<file path="src/rtl/trainer_pkg.sv">
// trainer_pkg: shared FSM state type and index constants
// for the trainer input sequencer.
package trainer_pkg;

   localparam int NUM_GATES = 7;
   localparam int NUM_COMBOS = 4;
   localparam logic [2:0] SEL_MAX = 3'd6;

   typedef enum logic [1:0] {
      S_MANUAL,
      S_AUTO,
      S_CAPTURE,
      S_ADVANCE
   } state_t;

   // Outer gate counter, wrapping after the last gate.
   function automatic logic [2:0] next_sel(input logic [2:0] s);
      return (s == SEL_MAX) ? 3'd0 : s + 3'd1;
   endfunction

endpackage

</file>
<file path="src/rtl/btn_debounce.sv">
// btn_debounce: 2-flop synchronizer, stability counter and
// one-cycle pulse on a debounced 0->1 transition.
module btn_debounce #(
   parameter int DEBOUNCE_CYCLES = 16
) (
   input  logic clk,
   input  logic rst,
   input  logic btn,
   output logic press
);

   localparam int CW = $clog2(DEBOUNCE_CYCLES + 1);

   logic          sync1;
   logic          sync2;
   logic          level;
   logic [CW-1:0] cnt;
   logic          flip;

   // Last of the required run of samples that disagree with level.
   assign flip = (sync2 != level) &&
                 (cnt == CW'(DEBOUNCE_CYCLES - 1));

   // Synchronize, count the stable run, flip level and pulse on rise.
   always_ff @(posedge clk) begin
      if (rst) begin
         sync1 <= 1'b0;
         sync2 <= 1'b0;
         level <= 1'b0;
         cnt   <= '0;
         press <= 1'b0;
      end else begin
         sync1 <= btn;
         sync2 <= sync1;
         press <= flip && sync2;
         if (sync2 == level) begin
            cnt <= '0;
         end else if (flip) begin
            cnt   <= '0;
            level <= sync2;
         end else begin
            cnt <= cnt + 1'b1;
         end
      end
   end

endmodule

</file>
<file path="src/rtl/trainer_input_sequencer.sv">
// trainer_input_sequencer: steps {sel,a,b} through all gate/input
// combos and publishes truth-table rows. Auto mode: TRAINER_SEQ_AUTO_EN.
module trainer_input_sequencer #(
   parameter int DEBOUNCE_CYCLES = 16,
   parameter int AUTO_PERIOD = 1000
) (
   input  logic       clk,
   input  logic       rst,
   input  logic       btn_step,
   input  logic       btn_mode,
   input  logic       y_in,
   output logic       a,
   output logic       b,
   output logic [2:0] sel,
   output logic [3:0] row_bits,
   output logic [2:0] row_sel,
   output logic       row_valid,
   output logic       auto_mode
);

   import trainer_pkg::*;

   localparam logic [1:0] LAST_AB = 2'(NUM_COMBOS - 1);

   state_t     state;
   logic [3:0] shadow;
   logic [1:0] ab;
   logic       step_press;
   logic       mode_press;
   logic       tick;

   assign ab = {a, b};

   btn_debounce #(
      .DEBOUNCE_CYCLES(DEBOUNCE_CYCLES)
   ) u_step (
      .clk  (clk),
      .rst  (rst),
      .btn  (btn_step),
      .press(step_press)
   );

`ifdef TRAINER_SEQ_AUTO_EN
   localparam int TW = (AUTO_PERIOD > 1) ? $clog2(AUTO_PERIOD) : 1;

   logic [TW-1:0] timer;
   logic          enter_auto;

   btn_debounce #(
      .DEBOUNCE_CYCLES(DEBOUNCE_CYCLES)
   ) u_mode (
      .clk  (clk),
      .rst  (rst),
      .btn  (btn_mode),
      .press(mode_press)
   );

   assign tick = (state == S_AUTO) &&
                 (timer == TW'(AUTO_PERIOD - 1));

   assign enter_auto =
      ((state == S_MANUAL) && mode_press) ||
      ((state == S_ADVANCE) && (auto_mode ^ mode_press));

   // Auto-step timer: restarts on entry to AUTO, runs only in AUTO.
   always_ff @(posedge clk) begin
      if (rst) begin
         timer <= '0;
      end else if (enter_auto) begin
         timer <= '0;
      end else if (state == S_AUTO) begin
         timer <= tick ? '0 : timer + 1'b1;
      end
   end
`else
   localparam int unused_period = AUTO_PERIOD;
   logic unused_mode;

   assign unused_mode = btn_mode;
   assign mode_press  = 1'b0;
   assign tick        = 1'b0;
`endif

   // Step FSM: wait for a step, capture y, then advance the index.
   always_ff @(posedge clk) begin
      if (rst) begin
         state     <= S_MANUAL;
         a         <= 1'b0;
         b         <= 1'b0;
         sel       <= 3'd0;
         shadow    <= 4'd0;
         row_bits  <= 4'd0;
         row_sel   <= 3'd0;
         row_valid <= 1'b0;
         auto_mode <= 1'b0;
      end else begin
         row_valid <= 1'b0;
         if (mode_press) begin
            auto_mode <= ~auto_mode;
         end
         unique case (state)
            S_MANUAL: begin
               if (mode_press) begin
                  state <= S_AUTO;
               end else if (step_press) begin
                  state <= S_CAPTURE;
               end
            end
            S_AUTO: begin
               if (mode_press) begin
                  state <= S_MANUAL;
               end else if (tick) begin
                  state <= S_CAPTURE;
               end
            end
            S_CAPTURE: begin
               shadow[ab] <= y_in;
               state      <= S_ADVANCE;
            end
            S_ADVANCE: begin
               if (ab == LAST_AB) begin
                  a         <= 1'b0;
                  b         <= 1'b0;
                  sel       <= next_sel(sel);
                  row_bits  <= shadow;
                  row_sel   <= sel;
                  row_valid <= 1'b1;
               end else begin
                  {a, b} <= ab + 2'd1;
               end
               // A mode press landing here decides the return state.
               state <= (auto_mode ^ mode_press) ? S_AUTO : S_MANUAL;
            end
            default: state <= S_MANUAL;
         endcase
      end
   end

endmodule

</file>
<file path="config.mk">
export PLATFORM = sky130hd
export DESIGN_NAME = trainer_input_sequencer
export DESIGN_NICKNAME = d
export VERILOG_FILES = /design/src/rtl/trainer_pkg.sv /design/src/rtl/btn_debounce.sv /design/src/rtl/trainer_input_sequencer.sv
export SDC_FILE = /design/constraint.sdc
export NUM_CORES = 1
export LEC_CHECK = 0
export ABC_AREA = 1
export CORE_MARGIN = 2
export CORE_UTILIZATION = 45
export DETAILED_ROUTE_END_ITERATION = 8
export GPL_ROUTABILITY_DRIVEN = 0
export GPL_TIMING_DRIVEN = 0
export PLACE_DENSITY = 0.8
export SLEW_MARGIN = 20
export SYNTH_ARGS = -nofsm -noshare
export SYNTH_HDL_FRONTEND = slang
export SYNTH_HIERARCHICAL = 1
export SYNTH_SLANG_ARGS = --single-unit
</file>
<file path="constraint.sdc">
create_clock -name clk -period 2.68 [get_ports clk]
set_input_delay 0.67 -clock clk [delete_from_list [all_inputs] [get_ports clk]]
set_output_delay 0.67 -clock clk [all_outputs]
set_load 0.05 [all_outputs]
</file>
==> results.cfg <==
[run_status]
status = complete, no violations

[floorplan]
rows = 18
die_y_um = 54.3
num_io_pins = 19
core_area_mm2 = 0.00243
dieArea_mm2 = 0.00295
start_util = 0.469
die_w_um = 54.3

[final_layout]
area_growth_pct = 19.3
diodes = 0
stdcell_area_mm2 = 0.00136
drive_above_1_share = 0.0938
multi_input_area_um2 = 502
fillers = 245
nets = 173
regArea_um2 = 561
instances_no_fill = 190

[worst_setup_path]
cpPeakStageDelay_ns = 0.83
start_kind = flop
crit_required_ns = 2.01
crit_buf_inv = 1
crit_family = buffers and inverters
crit_arrival_ns = 1.56
end_kind = output pin
path_class = flop to output pin
crit_chain = clkdlybuf4s50_1
cp_max_fo = 5
cp_slowest_cell = clkdlybuf4s50_1

[placed_design]
dp_slack_ns = 0.562
dp_hpwl_mm = 1.54
io_buffers = 16
dp_cells = 187
dpl-instance-area_mm2 = 0.00134

[job]
cap_violations = 0

[timing]
grt_setup_unrepaired = no
setup_viol = 0
slew_violations = 0
holdWs_ns = 0.413
max_freq_mhz = 448
post-route-period-util = 0.833
layout_setup_ws_ns = 0.447
hold_viol_final = 0
fin_crit_ns = 2.23
finClkSkew_ns = 0.00420
fin_tns_setup_ns = 0

[cts]
hold_buffers = 0
cts-resized-gates = 0
clock-sinks = 28
htreeDepth = 1
root_buffer = clkbuf_4
clkTransAtPathRegs_ns = 0.13
clock_latency_ns = 0.31
cts_tree = done
max-clock-path-buffers = 2
cts_inserted_buffers = 3
cts_setup_buffers = 0

[routing]
routed_wl_mm = 1.93
top_layer = met3
drt_iter0_drc = 9
wl_met3_um = 92
antenna_left = 0
remaining_drc_errors = 0
drt_pass1_iterations = 4
vias = 917
wl_per_cell_um = 10.2
vias_per_cell = 4.83
wl_met2_mm = 1.06
met1_length_um = 778

[pwr]
peakVddDrop_mv = 0.456
power.leakage_nw = 0.535
pwr_density_cell_mw_per_mm2 = 444

[yosys]
synthArstFlopShare = 0
synth_top_cell_area_share = 0.492
yosys_register_bits = 28
ys.flop_type = dfxtp_1
yosysMostFrequentCell = nand2_1
synthDistinctLibCells = 22
synth_warnings = 6
synthTopCellsByArea = dfxtp_1, nand2_1, ha_1, nand3_1, nor2_1
yosysTopAreaCell = dfxtp_1
syn_area_per_cell_um2 = 8.08
syn_area_mm2 = 0.00114
syn-num-nets = 152
synthCells = 141
ys_seq_area_frac = 0.492
synth-edff-count = 0
synth_common_cells = nand2_1, dfxtp_1, nor2_1

[global_routing]
grt_pass1_wl_mm = 3.34
antenna_found_initial = 0
grt_pass1_vias = 855
grt.total_usage = 0.157
overflow = 0
grt_max_degree = 15

[worst_hold_path]
hold_class = flop to flop
-- sequential cells by signal, summed over array words and instances, names as in the netlist, 2 cells and up --
register    count
row_sel         3
row_bits        4
sel             3
shadow          4
u_step/cnt      5
state           2
-- cells in the final DEF, fill, tap and decap left out --
master / synthesis / layout
nand2_2: 1 / 1
dfxtp_1: 28 / 28
a21oi_2: 1 / 1
nor3_1: 2 / 2
nand2_1: 33 / 33
inv_1: 15 / 15
nand4_1: 2 / 2
clkdlybuf4s50_1: 0 / 16
nand3_2: 1 / 1
o21ai_1: 1 / 1
nand3_4: 1 / 1
buf_4: 1 / 1
nor2_2: 1 / 1
ha_1: 6 / 6
conb_1: 1 / 1
nor2_1: 16 / 16
inv_2: 1 / 1
nor2_4: 3 / 3
o21ai_0: 3 / 3
xnor2_1: 1 / 1
nand3_1: 13 / 13
clkbuf_4: 0 / 3
a21oi_1: 8 / 8
buf_2: 2 / 2
-- cell type report --
type | count | area share
buffer | 3 | 0.0129
clock buffer | 3 | 0.0166
inverter | 16 | 0.0442
multi-input combinational | 94 | 0.369
sequential | 28 | 0.412
tap | 30 | 0.0276
timing repair buffer | 16 | 0.118
-- worst paths after layout --
check                                     end  slack [ns]  depth (start not counted)          start
worst min-delay path             u_step/sync2        0.41                          2   u_step/sync1
worst max register to register  u_step/cnt[3]        1.31                          7  u_step/cnt[0]
worst max-delay path                   sel[1]        0.45                          1         sel[1]
worst min register to register   u_step/sync2        0.41                          2   u_step/sync1
-- tightest hold or removal path: stages (launching register included) --
cell and delay (ns):
dfxtp_1 0.32, inv_1 0.04, nor2_1 0.03
-- through the flow --
stage | total power, mW | utilization
CTS | 0.614 | 0.559
floorplan | 0.442 | -
finish | 0.604 | 0.559
global placement | 0.450 | 0.550
global route | 0.634 | 0.559
detailed placement | 0.451 | 0.550
-- logic make-up (layout without fill, tap and decap cells) --
kind of cell	count (synthesis)	in the layout	synth area share
and+or+nand+nor	73	73	0.303
AOI/OAI and AO/OA	13	13	0.0604
buffers and inverters	19	38	0.0681
DFF	28	28	0.492
other	1	1	0.00329
xor gates and xnor gates	1	1	0.00769
adders and majority gates	6	6	0.0659
-- power by group --
| part | switching (mW) | leakage [nW] | total, mW | internal (mW) |
|---|---|---|---|---|
| sequential | 0.000843 | 0.226 | 0.419 | 0.418 |
| clock | 0.110 | 0.0138 | 0.162 | 0.0526 |
| combinational | 0.0146 | 0.296 | 0.0230 | 0.00841 |
-- layer usage --
metal / vias to the layer above / GRT usage
li1: 480 / -
met1: 421 / 0.161
met2: 16 / 0.301
met3: 0 / 0.0601
met4: 0 / 0.0250
met5: - / 0
Power figures use the tool's default switching activity.
